<file path="config.mk">
export PLATFORM = sky130hd
export DESIGN_NAME = sccb_responder
export DESIGN_NICKNAME = d
export VERILOG_FILES = /design/src/rtl/sccb_pkg.sv /design/src/rtl/sccb_line_sync.sv /design/src/rtl/sccb_responder.sv
export SDC_FILE = /design/constraint.sdc
export NUM_CORES = 2
export LEC_CHECK = 0
export ABC_AREA = 1
export ABC_CLOCK_PERIOD_IN_PS = 3100
export CORE_UTILIZATION = 33
export DETAILED_ROUTE_END_ITERATION = 16
export DONT_BUFFER_PORTS = 1
export GPL_ROUTABILITY_DRIVEN = 0
export PLACE_DENSITY = 0.52
export REMOVE_ABC_BUFFERS = 1
export SLEW_MARGIN = 30
export SYNTH_ARGS = -nofsm -noshare
export SYNTH_HDL_FRONTEND = slang
export SYNTH_SLANG_ARGS = --single-unit
export TNS_END_PERCENT = 100
</file>
<file path="constraint.sdc">
create_clock -name PCLK -period 3.1 [get_ports PCLK]
set_input_delay 0.31 -clock PCLK [delete_from_list [all_inputs] [get_ports PCLK]]
set_output_delay 0.31 -clock PCLK [all_outputs]
set_load 0.005 [all_outputs]
</file>
<file path="src/rtl/sccb_pkg.sv">
// Shared SCCB definitions: responder state encoding, device address and the
// OV7670 register defaults that the register file resets and COM7-restores to.
package sccb_pkg;

    localparam logic [6:0] DEV_ID_DEF = 7'h21;
    localparam logic [7:0] COM7_ADDR  = 8'h12;
    localparam logic [7:0] COM7_RST   = 8'h80;

    // PID/VER and MIDH/MIDL: the only non-zero defaults, and read-only
    localparam int NUM_DEF = 4;
    localparam logic [NUM_DEF-1:0][7:0] DEF_ADDR = {8'h1D, 8'h1C, 8'h0B, 8'h0A};
    localparam logic [NUM_DEF-1:0][7:0] DEF_VAL  = {8'hA2, 8'h7F, 8'h73, 8'h76};

    typedef enum logic [3:0] {
        S_IDLE, S_ID, S_ID_ACK, S_SUB, S_SUB_ACK,
        S_WDATA, S_WDATA_ACK, S_RDATA, S_IGNORE
    } sccb_state_t;

    function automatic logic [7:0] reg_default(input logic [7:0] a);
        reg_default = 8'h00;
        for (int k = 0; k < NUM_DEF; k++)
            if (DEF_ADDR[k] == a) reg_default = DEF_VAL[k];
    endfunction

    function automatic logic is_ro(input logic [7:0] a);
        is_ro = 1'b0;
        for (int k = 0; k < NUM_DEF; k++)
            if (DEF_ADDR[k] == a) is_ro = 1'b1;
    endfunction

endpackage

</file>
<file path="src/rtl/sccb_line_sync.sv">
// SIOC/SIOD synchronizers with SIOC edge and START/STOP detection.
// Event outputs are combinational off registered lines; consumers register them.
module sccb_line_sync #(
    parameter int SYNC_STAGES = 2
) (
    input  logic i_clk,
    input  logic i_rst_n,
    input  logic i_scl,
    input  logic i_sda,
    output logic o_sda,
    output logic o_scl_rise,
    output logic o_scl_fall,
    output logic o_start,
    output logic o_stop
);

    logic [SYNC_STAGES-1:0] r_scl_sync, r_sda_sync;
    logic                   r_scl_d, r_sda_d;
    logic                   w_scl;

    // Reset to the idle-high bus level so releasing reset never fakes an edge
    always_ff @(posedge i_clk or negedge i_rst_n) begin
        if (!i_rst_n) begin
            r_scl_sync <= '1;
            r_sda_sync <= '1;
            r_scl_d    <= 1'b1;
            r_sda_d    <= 1'b1;
        end else begin
            r_scl_sync <= {r_scl_sync[SYNC_STAGES-2:0], i_scl};
            r_sda_sync <= {r_sda_sync[SYNC_STAGES-2:0], i_sda};
            r_scl_d    <= r_scl_sync[SYNC_STAGES-1];
            r_sda_d    <= r_sda_sync[SYNC_STAGES-1];
        end
    end

    assign w_scl      = r_scl_sync[SYNC_STAGES-1];
    assign o_sda      = r_sda_sync[SYNC_STAGES-1];
    assign o_scl_rise = w_scl & ~r_scl_d;
    assign o_scl_fall = ~w_scl & r_scl_d;
    // SIOD may only move with SIOC held high across both samples
    assign o_start    = r_sda_d & ~o_sda & w_scl & r_scl_d;
    assign o_stop     = ~r_sda_d & o_sda & w_scl & r_scl_d;

endmodule

</file>
<file path="src/rtl/sccb_responder.sv">
// OV7670-style SCCB target: decodes 3-phase/2-phase writes and 2-phase reads
// against a 256x8 register file; pulls SIOD low only on SIOC fall.
module sccb_responder
    import sccb_pkg::*;
#(
    parameter logic [6:0] DEV_ID      = DEV_ID_DEF,
    parameter int         SYNC_STAGES = 2
) (
    input  logic       PCLK,
    input  logic       PRESETN,
    input  logic       sioc_i,
    input  logic       siod_i,
    output logic       siod_oe,
    output logic       wr_stb,
    output logic [7:0] wr_addr,
    output logic [7:0] wr_data,
    output logic       busy
);

    logic        w_sda, w_scl_rise, w_scl_fall, w_start, w_stop;
    logic [7:0]  w_byte, w_rd_byte;
    sccb_state_t r_state;
    logic [7:0]  r_shift, r_ptr;
    logic [3:0]  r_cnt;
    logic        r_rd;
    logic [7:0]  r_regs [256];

    sccb_line_sync #(.SYNC_STAGES(SYNC_STAGES)) u_sync (
        .i_clk      (PCLK),
        .i_rst_n    (PRESETN),
        .i_scl      (sioc_i),
        .i_sda      (siod_i),
        .o_sda      (w_sda),
        .o_scl_rise (w_scl_rise),
        .o_scl_fall (w_scl_fall),
        .o_start    (w_start),
        .o_stop     (w_stop)
    );

    assign w_byte    = {r_shift[6:0], w_sda};
    assign w_rd_byte = r_regs[r_ptr];

    always_ff @(posedge PCLK or negedge PRESETN) begin
        if (!PRESETN) begin
            r_state <= S_IDLE;
            r_shift <= 8'h00;
            r_ptr   <= 8'h00;
            r_cnt   <= 4'd0;
            r_rd    <= 1'b0;
            siod_oe <= 1'b0;
            wr_stb  <= 1'b0;
            wr_addr <= 8'h00;
            wr_data <= 8'h00;
            busy    <= 1'b0;
        end else begin
            wr_stb <= 1'b0;
            if (w_stop) begin
                r_state <= S_IDLE;
                siod_oe <= 1'b0;
                busy    <= 1'b0;
            end else if (w_start) begin
                r_state <= S_ID;
                r_cnt   <= 4'd0;
                siod_oe <= 1'b0;
                busy    <= 1'b1;
            end else if (w_scl_rise && r_cnt != 4'd8 &&
                         (r_state inside {S_ID, S_SUB, S_WDATA, S_RDATA})) begin
                r_shift <= w_byte;
                r_cnt   <= r_cnt + 4'd1;
                // Pointer load and commit happen on the rise of the 8th bit
                if (r_cnt == 4'd7 && r_state == S_SUB)
                    r_ptr <= w_byte;
                if (r_cnt == 4'd7 && r_state == S_WDATA) begin
                    wr_stb  <= 1'b1;
                    wr_addr <= r_ptr;
                    wr_data <= w_byte;
                end
            end else if (w_scl_fall) begin
                case (r_state)
                    S_ID: if (r_cnt == 4'd8) begin
                        r_cnt <= 4'd0;
                        if (r_shift[7:1] == DEV_ID) begin
                            r_state <= S_ID_ACK;
                            r_rd    <= r_shift[0];
                            siod_oe <= 1'b1;
                        end else begin
                            r_state <= S_IGNORE;
                        end
                    end
                    S_ID_ACK: begin
                        r_state <= r_rd ? S_RDATA : S_SUB;
                        siod_oe <= r_rd ? ~w_rd_byte[7] : 1'b0;
                    end
                    S_SUB: if (r_cnt == 4'd8) begin
                        r_state <= S_SUB_ACK;
                        r_cnt   <= 4'd0;
                        siod_oe <= 1'b1;
                    end
                    S_SUB_ACK: begin
                        r_state <= S_WDATA;
                        siod_oe <= 1'b0;
                    end
                    S_WDATA: if (r_cnt == 4'd8) begin
                        r_state <= S_WDATA_ACK;
                        siod_oe <= 1'b1;
                    end
                    S_WDATA_ACK: begin
                        r_state <= S_IGNORE;
                        siod_oe <= 1'b0;
                    end
                    S_RDATA: begin
                        if (r_cnt == 4'd8) begin
                            r_state <= S_IGNORE;
                            siod_oe <= 1'b0;
                        end else begin
                            siod_oe <= ~w_rd_byte[3'd7 - r_cnt[2:0]];
                        end
                    end
                    default: siod_oe <= 1'b0;
                endcase
            end
        end
    end

    // Register file updates in the wr_stb cycle; COM7 soft reset reloads defaults
    always_ff @(posedge PCLK or negedge PRESETN) begin
        if (!PRESETN) begin
            for (int i = 0; i < 256; i++) r_regs[i] <= reg_default(8'(i));
        end else if (wr_stb) begin
            if (wr_addr == COM7_ADDR && wr_data == COM7_RST) begin
                for (int i = 0; i < 256; i++) r_regs[i] <= reg_default(8'(i));
            end else if (!is_ro(wr_addr)) begin
                r_regs[wr_addr] <= wr_data;
            end
        end
    end

endmodule
</file>
After elaboration in Yosys (flattened, before gate mapping)
Index checks and enable logic that the tools add are counted.
{ "totals": {"ff_bits": 2098, "word_cells": 391} }
{ "op_classes": {"n_addsub": 2, "magnitude_cmp": 4, "eq_ne": 25, "n_mux": 48, "bitwise_logic": 19, "n_reduce_logical": 23} }
{ "ops": {"columns": ["op", "count"], "rows": [
  ["$mux 2048", 2],
  ["$bwmux 2048", 1],
  ["$bmux 8 s8", 1],
  ["$demux 8 s8", 1],
  ["$mux 4", 14],
  ["$pmux 4 s7", 1],
  ["$mux 8", 3],
  ["$ne 4x1->1 const B", 6],
  ["$mux 1", 22],
  ["$eq 4x3->1 const B", 5],
  ["$ge 9x9->1 const B", 2],
  ["$not 8->9", 2],
  ["$eq 4x8->1 const A", 2],
  ["$eq 5x8->1 const A", 2],
  ["$reduce_and 7->1", 2],
  ["$reduce_and 4->1", 3],
  ["$reduce_bool 3->1", 4],
  ["$lt 9x1->1 const B", 1],
  ["$not 1->1", 9],
  ["$reduce_bool 9->1", 1],
  ["$and 1x1->1", 8],
  ["$eq 4x2->1 const B", 2],
  ["$eq 8x5->1 const B", 1],
  ["$eq 8x8->1 const B", 1],
  ["19 further kinds", 25]
]} }

Longest topological paths before layout
{ "depth": {"ltp_word": 13, "depth_mapped": 22, "ltp_nobuf": 18} }

Hierarchy
Synthesis repeated with hierarchy kept, for this count alone.
{ "unflattened": {"cells_unflattened": 12567, "hier_area_um2": 102077.9} }
{ "modules_own_cells": {"columns": ["module", "n_inst", "cells_per_inst", "area_each_um2", "seq_area_each_um2"], "rows": [
  ["sccb_responder", 1, 12550, 101879.0, 52375.2],
  ["sccb_line_sync", 1, 17, 198.9, 157.7]
]} }

Worst setup path after synthesis
Ideal clock, no wire load.
{ "synth_path": {"path_type": "flip-flop to flip-flop", "start": "register r_ptr[0]", "end": "register siod_oe", "setup_ps": 116, "arrival_time_ps": 2033, "setup_slack_ps": 950, "stages_incl_launch_ff": 23, "cell_sequence": "dfrtp_1 buf_2 inv_4 buf_2 buf_2 buf_4 nand2_1 nand3_1 nand3_1 nand3_1 nand3_1 nand3_1 nand3_1 nand2_1 nand2_1 nand3_1 nand3_1 nand2_1 nand2_1 nand3_1 nand2_1 nand2_1 nand2_1"} }
{ "synth_between": {"elab_chain_cells": 13, "elab_cells_between_ends": 15, "cone_classes": "mux: 12; bitwise: 3"} }
{ "synth_rtl": {"columns": ["item", "line", "rtl"], "rows": [
  ["start, declared", "sccb_responder.sv:23", "logic [7:0] r_shift, r_ptr;"],
  ["start signal, assigned", "sccb_responder.sv:72", "r_ptr <= w_byte;"],
  ["$not 8->9 (not written as such) (*)", "sccb_responder.sv:41", "assign w_rd_byte = r_regs[r_ptr];"],
  ["$bmux 8 s8 (*)", "sccb_responder.sv:41", null],
  ["$mux 8 (not written as such) (*) (2 in a row)", "sccb_responder.sv:41", null],
  ["$bmux 1 s3", "sccb_responder.sv:116", "siod_oe <= ~w_rd_byte[3'd7 - r_cnt[2:0]];"],
  ["$mux 1 (not written as such)", "sccb_responder.sv:116", null],
  ["$not 1->1", "sccb_responder.sv:116", null],
  ["$mux 1", "sccb_responder.sv:112", "if (r_cnt == 4'd8) begin"],
  ["$pmux 1 s4 (*)", "sccb_responder.sv:79", "case (r_state)"],
  ["$mux 1 (*)", "sccb_responder.sv:78", "end else if (w_scl_fall) begin"],
  ["$mux 1 (*)", "sccb_responder.sv:66", "end else if (w_scl_rise && r_cnt != 4'd8 &&"],
  ["$mux 1 (*)", "sccb_responder.sv:61", "end else if (w_start) begin"],
  ["$mux 1 (*)", "sccb_responder.sv:57", "if (w_stop) begin"],
  ["end signal, assigned", "sccb_responder.sv:92", "siod_oe <= r_rd ? ~w_rd_byte[7] : 1'b0;"],
  ["end signal, assigned", "sccb_responder.sv:116", null],
  ["end, declared", "sccb_responder.sv:13", "output logic siod_oe,"]
]} }
Every way passes the cells marked *; elsewhere a longest branch is shown, timed or not. The select of a mux whose other input is x is not followed.
A chain may end at the register's enable or synchronous reset.

Worst setup path after layout
Same ends and word-level chain as after synthesis.

==> results.cfg <==
[run_status]
status = finished with violations
violations = setup timing

[sta]
setup_viol = 1
worst_clock_skew_ns = 0.0726
max-slew-margin-rel = 0.344
fin_crit_sh = 1.05
holdWs_ns = 0.211
setup_slack_ns = -0.145
layout_min_cycle_time_ns = 3.25
rsz0062_at_grt = true
max_slew.worst_pin.slew_ns = 0.984
clock.fmax_ghz = 0.308
final_hold_viol_count = 0
drv_slew = 0

[power]
leakage_nw = 46.7
p_sw_frac = 0.222
clkPwrFrac = 0.505
p_switching_mw = 12.7
power.density_mw_per_mm2 = 492
internal_power_mw = 44.3
p_seq_frac = 0.481
ir_worst_vdd_mv = 0.466
power_frac_comb = 0.013

[die]
core_area_sq_mm = 0.303
num_rows = 202
start_util = 0.332
ios = 23
die_h_microns = 555
dieArea_sq_mm = 0.308
die_x_microns = 555

[route]
wl_per_cell_microns = 24.5
ant_nets = 0
remaining_drc_errors = 0
drtPass1Iterations = 9
wl_mm = 388
vias_per_cell = 5.82
num_vias = 92200
drt_iter0_markers = 11400

[logic_synthesis]
synth_most_common_cell = nand3_1
synth.cell_area_sq_mm = 0.101
synth_cell_types = 35
synthArstFlopShare = 1.00
yosys_warnings = 0
yosys-top-cells-area = dfrtp_1 51%, nand3_1 20%, nand2_1 8.2%
yosysTopAreaCell = dfrtp_1
yosys-top-cells-count = 4075 x nand3_1, 2195 x nand2_1, 2072 x dfrtp_1
avgSynthCellArea_sq_um = 8.33
ys_seq_area_frac = 0.521
ys_ff_latch = 2098
synthFlopType = dfrtp_1
synth_cells = 12100
synth_top_cell_area_share = 0.514
synth_edf_count = 0

[placed_design]
port_buffers = 0
hpwl_mm = 237
pre_cts_ws_ns = -0.243

[final_layout]
multi_input_area_sq_mm = 0.0431
layout-drive-gt1-share = 0.110
layout.nets = 11700
fillers = 30700
register_area_sq_mm = 0.0526
syn2layout_area_growth_pct = 14.9

[clock_network]
cts_buffers = 234
clock_latency_ns = 0.96
clock_path_buffers = 4
clkSinkCount = 2098
clockRootBuffer = clkbuf_16
cts_tree = done
h-tree-depth = 4
path_clk_slew_ns = 0.06

[global_route]
grt_pass1_vias = 87900
antenna_found_initial = 7
grt_util_all_layers = 0.246
grt_first_pass_wirelength_mm = 584
grt_overflow_total = 0
grt_max_degree = 197

[setup_path]
crit_fanout = 21
critPathLaunchType = register
end_kind = register
crit_type = register to register
critPathArrivalTime_ns = 4.07
required_ns = 3.93
reg2reg_depth = 19

[run]
drv_cap = 0

[worst_hold_path]
hp-class = input port to asynchronous set/reset pin
==> routing by layer <==
layer	global-route usage	vias to the layer above	routed length, microns
li1	-	41400	-
met1	0.341	45900	167000
met2	0.380	4110	174000
met3	0.0387	747	30800
met4	0.102	8	16200
met5	0	-	49
==> repair_timing <==
| action | 4_1_cts | 5_1_grt |
|---|---|---|
| pin swaps | 1 | 1 |
| hold endpoints to repair | 942 | 0 |
| hold buffers | 6 | 0 |
| resized for setup | 91 | 97 |
| cloned | 8 | 1 |
| setup endpoints to repair | 1 | 410 |
| setup buffers | 12 | 1 |
==> worst max-delay path: stages, from the launching register on <==
cell and delay, ns:
dfrtp_4 0.50, buf_12 0.17, inv_16 0.17, buf_16 0.20, buf_16 0.19, buf_4 0.17, nand2_1 0.05, nand3_1 0.07
nand3_1 0.07, nand3_1 0.13, nand3_1 0.23, nand3_1 0.23, nand3_1 0.10, nand3_1 0.11, nand2_1 0.09, buf_4 0.14
a221oi_1 0.26, nand2_1 0.09, nand2_1 0.06, nand2_1 0.05
==> cells by family after synthesis <==
logic type | Yosys count | synth area share
AOI/OAI and AO/OA | 2096 | 0.111
and+or+nand+nor | 6529 | 0.306
adders and majority gates | 2 | 0.000248
buffers and inverters | 1372 | 0.0621
DFF | 2098 | 0.521
==> power groups by stage <==
stage / sequential (mW) / combinational (mW) / clock, mW
after floorplan: 27.9 / 0.0495 / 0
after global placement: 27.9 / 0.759 / 0
after detailed placement: 27.9 / 0.764 / 0
after CTS: 27.4 / 0.774 / 29.3
after global routing: 27.4 / 0.865 / 30.3
final: 27.4 / 0.746 / 28.8
==> path summary, 6_finish.rpt <==
path | start | endpoint | slack, ns
max in group asynchronous | PRESETN | r_regs[44] | 1.72
min in group PCLK | u_sync.r_scl_sync[0] | u_sync.r_scl_sync[1] | 0.36
min | PRESETN | r_regs[362] | 0.21
min reg2reg | u_sync.r_scl_sync[0] | u_sync.r_scl_sync[1] | 0.36
max reg2reg | r_ptr[0] | siod_oe | -0.15
max | r_ptr[0] | siod_oe | -0.15
==> flip-flops by register name (all words and copies together), names as in the netlist <==
| name | flops |
|---|---|
| busy | 1 |
| r_cnt | 4 |
| r_ptr | 8 |
| r_rd | 1 |
| r_regs | 2048 |
| r_shift | 8 |
| r_state | 4 |
| siod_oe | 1 |
| u_sync.r_scl_d | 1 |
| u_sync.r_scl_sync | 2 |
| u_sync.r_sda_d | 1 |
| u_sync.r_sda_sync | 2 |
| wr_addr | 8 |
| wr_data | 8 |
| wr_stb | 1 |
==> layout by cell type (no fill, tap or decap), types with 7 or more instances in the layout <==
cell,Yosys,routed
o21ai_1,1009,1009
clkbuf_8,0,54
nor2_1,45,32
buf_12,0,153
clkbuf_16,0,237
nand3_2,180,200
clkbuf_1,466,54
clkinv_2,0,38
bufinv_16,0,19
nor2_2,14,13
o21ai_0,807,807
o31ai_1,256,256
clkinv_1,15,7
buf_4,95,380
nand3_4,0,64
nand2_1,2195,2192
nor2_4,3,17
inv_2,19,19
buf_6,20,12
inv_8,0,13
clkinvlp_4,0,9
dfrtp_1,2072,2067
buf_16,0,17
nand3_1,4075,3991
dfstp_2,26,26
inv_1,98,95
a21oi_1,14,14
==> layout make-up <==
class	instances	share of cell area
repair buffers	576	0.0588
diodes	6	0.000130
repair inverters	1	0.0000972
flip-flops and latches	2098	0.454
inverters	134	0.00519
clock inverters	77	0.00845
clock buffers	344	0.0591
well taps	3978	0.0430
multi-input cells	8627	0.372
==> per-stage QoR <==
step / instances / util / total power, mW / TNS, ns / area (sq um)
floorplan: 10900 / - / 28.0 / - / 95100
global placement: 15400 / 0.351 / 28.7 / -0.377 / 106000
detailed placement: 15400 / 0.351 / 28.7 / -0.243 / 106000
CTS: 15800 / 0.380 / 57.5 / 0 / 115000
global route: 15800 / 0.382 / 58.6 / -0.410 / 116000
finish: 15800 / 0.382 / 57.0 / -0.145 / 116000
Power figures use the tool's default switching activity.
